**src/rtl/redirect_arbiter.sv**
```systemverilog
// redirect_arbiter: prioritises WB/EX/ID/PRIV redirects into a single registered fetch PC-set pulse.
// Ports: clk, rst (sync, active-high); {wb,ex,id,priv}_redir_valid/_pc requests (WB highest);
//        fetch_ready from the fetch PC stage; pc_set_valid/target/src, half_group, flush_if,
//        flush_ex issue pulses; epoch fetch tag; busy while not IDLE.
module redirect_arbiter #(
  parameter int DRAIN_CYCLES = 2,
  parameter int EPOCH_W = 3
) (
  input  logic               clk,
  input  logic               rst,
  input  logic               wb_redir_valid,
  input  logic [31:0]        wb_redir_pc,
  input  logic               ex_redir_valid,
  input  logic [31:0]        ex_redir_pc,
  input  logic               id_redir_valid,
  input  logic [31:0]        id_redir_pc,
  input  logic               priv_redir_valid,
  input  logic [31:0]        priv_redir_pc,
  input  logic               fetch_ready,
  output logic               pc_set_valid,
  output logic [31:0]        pc_set_target,
  output logic [1:0]         pc_set_src,
  output logic               half_group,
  output logic               flush_if,
  output logic               flush_ex,
  output logic [EPOCH_W-1:0] epoch,
  output logic               busy
);
  localparam int CW = $clog2(DRAIN_CYCLES + 2);
  typedef enum logic [1:0] {IDLE, PEND, DRAIN} state_t;
  state_t state, state_nx;
  logic [31:0] pend_pc, win_pc, cand_pc;
  logic [1:0] pend_src, win_src, cand_src;
  logic [CW-1:0] cnt;
  logic [3:0] req, allow, v;
  logic acc, go, issue;
  assign req = {wb_redir_valid, ex_redir_valid, id_redir_valid, priv_redir_valid};
  // PEND admits only requests at or above the pending priority; DRAIN only WB/EX
  assign allow = state == PEND ? 4'b1111 << pend_src : state == DRAIN ? 4'b1100 : 4'b1111;
  assign v = req & allow;
  assign acc = |v;
  assign win_src = v[3] ? 2'd3 : v[2] ? 2'd2 : v[1] ? 2'd1 : 2'd0;
  assign win_pc = v[3] ? wb_redir_pc : v[2] ? ex_redir_pc : v[1] ? id_redir_pc : priv_redir_pc;
  // an admitted request always ranks >= the pending one, so it simply replaces it
  assign cand_src = acc ? win_src : pend_src;
  assign cand_pc = acc ? win_pc : pend_pc;
  assign go = acc || state == PEND;
  assign issue = go && fetch_ready;
  assign busy = state != IDLE;
  always_comb begin
    state_nx = IDLE;
    if (issue) state_nx = DRAIN;
    else if (go) state_nx = PEND;
    else if (state == DRAIN && cnt != '0) state_nx = DRAIN;
  end
  always_ff @(posedge clk) begin
    if (rst) begin
      state <= IDLE;
      pend_pc <= '0;
      pend_src <= '0;
      cnt <= '0;
      epoch <= '0;
      pc_set_valid <= 1'b0;
      pc_set_target <= '0;
      pc_set_src <= '0;
      half_group <= 1'b0;
      flush_if <= 1'b0;
      flush_ex <= 1'b0;
    end else begin
      state <= state_nx;
      pend_pc <= go && !issue ? cand_pc : '0;
      pend_src <= go && !issue ? cand_src : '0;
      cnt <= issue ? CW'(DRAIN_CYCLES) : cnt != '0 ? cnt - CW'(1) : '0;
      if (issue) epoch <= epoch + EPOCH_W'(1);
      pc_set_valid <= issue;
      pc_set_target <= issue ? cand_pc : '0;
      pc_set_src <= issue ? cand_src : '0;
      half_group <= issue && cand_pc[2];
      flush_if <= issue;
      flush_ex <= issue && cand_src == 2'd3;
    end
  end
endmodule

```
**config.mk**
```make
export PLATFORM = sky130hd
export DESIGN_NAME = redirect_arbiter
export DESIGN_NICKNAME = d
export VERILOG_FILES = /design/src/rtl/redirect_arbiter.sv
export SDC_FILE = /design/constraint.sdc
export NUM_CORES = 1
export LEC_CHECK = 0
export ABC_AREA = 1
export BUFFER_PORTS_ARGS = -buffer_cell sky130_fd_sc_hd__buf_2
export CORE_AREA = 2 2 92 94
export CTS_CLUSTER_SIZE = 12
export DETAILED_ROUTE_END_ITERATION = 10
export DIE_AREA = 0 0 94 96
export PLACE_DENSITY_LB_ADDON = 0.05
export SLEW_MARGIN = 20
export SYNTH_ARGS = -nofsm -noshare
export SYNTH_HDL_FRONTEND = slang
export SYNTH_SLANG_ARGS = --single-unit
```
**constraint.sdc**
```tcl
create_clock -name clk -period 1.8 [get_ports clk]
set_input_delay 0.27 -clock clk [delete_from_list [all_inputs] [get_ports clk]]
set_output_delay 0.27 -clock clk [all_outputs]
set_load 0.05 [all_outputs]
```
==> impl_metrics.json <==
{
  "core-area_um2": 8050,
  "busiest_layer": "met2",
  "clock-sinks": 78,
  "cts_tree": "yes",
  "ys_ff_latch": 78,
  "dp_cells": 826,
  "io_pins": 177,
  "relSlewSlack": 0.761,
  "yosysWarnings": 0,
  "clock_latency_ns": 0.35,
  "track_usage": 0.228,
  "fp.dieW_um": 94,
  "start_util": 0.461,
  "worstMarginPinSlew_ns": 0.357,
  "setup_violations": 0,
  "hpwl_mm": 7.38,
  "dieArea_um2": 9020,
  "synthCells": 557,
  "p_leak_nw": 2.68,
  "worstPathMaxFanout": 14,
  "overflow": 0,
  "syn_avg_cell_area_um2": 6.67,
  "dr_total_vias": 3938,
  "met1_usage": 0.278,
  "grt_pass1_vias": 3668,
  "diodes": 0,
  "fin_setup_tns_ns": 0,
  "fin_worst_skew_ns": 0.00865,
  "fmax_mhz": 599,
  "synth_cell_types": 26,
  "die_y_um": 96,
  "drt_wl_total_mm": 10.1,
  "cp.required_ns": 2.04,
  "antenna_found_initial": 1,
  "cts_max_level": 3,
  "maxCapViolations": 0,
  "fin_crit_sh": 0.928,
  "cts.path.max_buffers": 2,
  "use_met2": 0.395,
  "critPathKind": "register to register",
  "port_buffers": 176,
  "ys_seq_area_frac": 0.420,
  "synthesis.area_um2": 3710,
  "min_from": "rst",
  "p_total_mw": 3.96,
  "drtPass1Iterations": 4,
  "hold_violations": 0,
  "syn_to_final_growth_pct": 34.2,
  "hp-class": "primary input to register",
  "drive_gt1_frac": 0.317,
  "grt_util_met3": 0.0509,
  "gp_congestion": 0.777,
  "maxSlewViolCount": 0,
  "worstSetupEndpointType": "register",
  "final.setup.worst_slack_ns": 0.130,
  "drtIter0Drc": 157,
  "ant_nets": 0,
  "final_nets": 871,
  "start_kind": "register",
  "rows": 33,
  "cts-root-buf": "clkbuf_8",
  "grt_max_degree": 36,
  "instances_no_fill": 844,
  "numCtsBuffers": 9,
  "remaining_drc_errors": 0,
  "dp_slack_ns": 0.0925,
  "cts.reportedPaths.clkPinSlew_ns": 0.08,
  "pwr_density_cell_nw_per_um2": 795,
  "critPathLaunch": "state[0]$_SDFF_PP0_",
  "ir_worst_vdd_uv": 345,
  "r2r_start": "state[0]$_SDFF_PP0_",
  "grt_pass1_wl_mm": 16.3,
  "synth_nets": 693,
  "viasPerCell": 4.67,
  "min_period_ns": 1.67,
  "wl_per_cell_um": 12.0,
  "cp.arrival_ns": 1.91,
  "holdBufCountCts": 0,
  "status": "complete, no violations"
}
==> synthesized netlist by cell type <==
master	count	area (um2)
nor2_2	4	25.0
xor2_1	1	8.76
or2_2	5	31.3
nand3b_1	32	240
clkbuf_1	15	56.3
a21oi_1	2	10.0
nand4_1	1	6.26
clkinv_1	1	3.75
buf_2	11	55.1
a31oi_1	1	6.26
nand2_1	242	908
nand3_1	5	25.0
dfxtp_1	78	1560
buf_4	3	22.5
inv_2	1	3.75
o21ai_0	36	180
or2_0	27	169
nor3b_1	1	7.51
ha_1	1	12.5
o211ai_1	1	7.51
nand3_2	2	20.0
a21oi_4	1	16.3
nor2_1	71	267
buf_6	2	22.5
buf_1	3	11.3
inv_1	10	37.5
==> repair_timing <==
item,in CTS,in global routing
resized for setup,0,7
endpoints found under the setup margin,0,35
buffers inserted,0,3
==> routing by layer <==
metal  part of all wire  wire length, um  vias to the layer above
met4              0.018              180                        2
li1                   -                -                     2073
met2               0.46             4690                      127
met1               0.44             4420                     1721
met3              0.079              798                       15
met5            0.00050                5                        -
==> logic make-up (layout without fill, tap and decap cells) <==
family / Yosys count / after routing / share of synthesized area
XOR/XNOR: 1 / 1 / 0.00236
flip-flops: 78 / 78 / 0.420
buffers and inverters: 46 / 228 / 0.0573
AO/OA/AOI/OAI: 41 / 41 / 0.0593
AND/OR/NAND/NOR: 390 / 390 / 0.457
adder cells (fa/ha/maj): 1 / 1 / 0.00337
==> sequential cells by signal, summed over array words and instances (netlist names) <==
register       cells
pc_set_target     32
pc_set_src         2
half_group         1
epoch              3
cnt                2
pend_src           2
flush_if           1
flush_ex           1
state              2
pend_pc           32
==> layout by cell type, fill, tap and decap left out, drive strengths merged <==
cell / instances
buf: 201
o21ai: 36
clkinvlp: 1
or2: 32
nor3b: 1
nand3: 7
ha: 1
clkinv: 4
nor2: 75
nand2: 242
inv: 11
a31oi: 1
nand4: 1
nand3b: 32
clkbuf: 11
o211ai: 1
a21oi: 3
dfxtp: 78
xor2: 1
==> final timing paths <==
path / to / slack, ns / cells after the start
max: state[1]$_SDFF_PP0_ / 0.13 / 9
min: epoch[2]$_SDFFE_PP0P_ / 0.08 / 2
max reg2reg: state[1]$_SDFF_PP0_ / 0.13 / 9
min reg2reg: cnt[0]$_SDFF_PP0_ / 0.48 / 1
==> worst max-delay path: stages (launching register included) <==
cell and delay, ns:
dfxtp_2 0.34, inv_2 0.05, nor2_2 0.09, nand2_1 0.11
a21oi_4 0.25, buf_4 0.16, nand3_2 0.12, nand3_2 0.12
buf_4 0.22, o21ai_0 0.10
==> where the power goes <==
group	total (mW)	switching, mW	leakage [nW]	internal, mW
Sequential	1.85	0.0301	0.640	1.82
Clock	1.17	0.609	0.0910	0.561
Combinational	0.941	0.589	1.95	0.352
==> metrics by stage <==
| step | hold WS (ns) | utilization | instance area, um2 |
|---|---|---|---|
| finish | 0.0817 | 0.619 | 4980 |
| global route | 0.0843 | 0.619 | 4980 |
| CTS | 0.0773 | 0.613 | 4940 |
| detailed placement | 0.454 | 0.592 | 4760 |
| global placement | 0.449 | 0.592 | 4760 |
| floorplan | 0.339 | - | 3710 |
==> cell type report <==
class                           count  area (um2)
Fill cell                         797        3070
Multi-Input combinational cell    433        1960
Sequential cell                    78        1560
Timing Repair Buffer              201        1110
Clock buffer                       11         151
Tap cell                          105         131
Inverter                           12        45.0
Clock inverter                      4        22.5
Note: power is estimated with default switching activity, not from simulation.
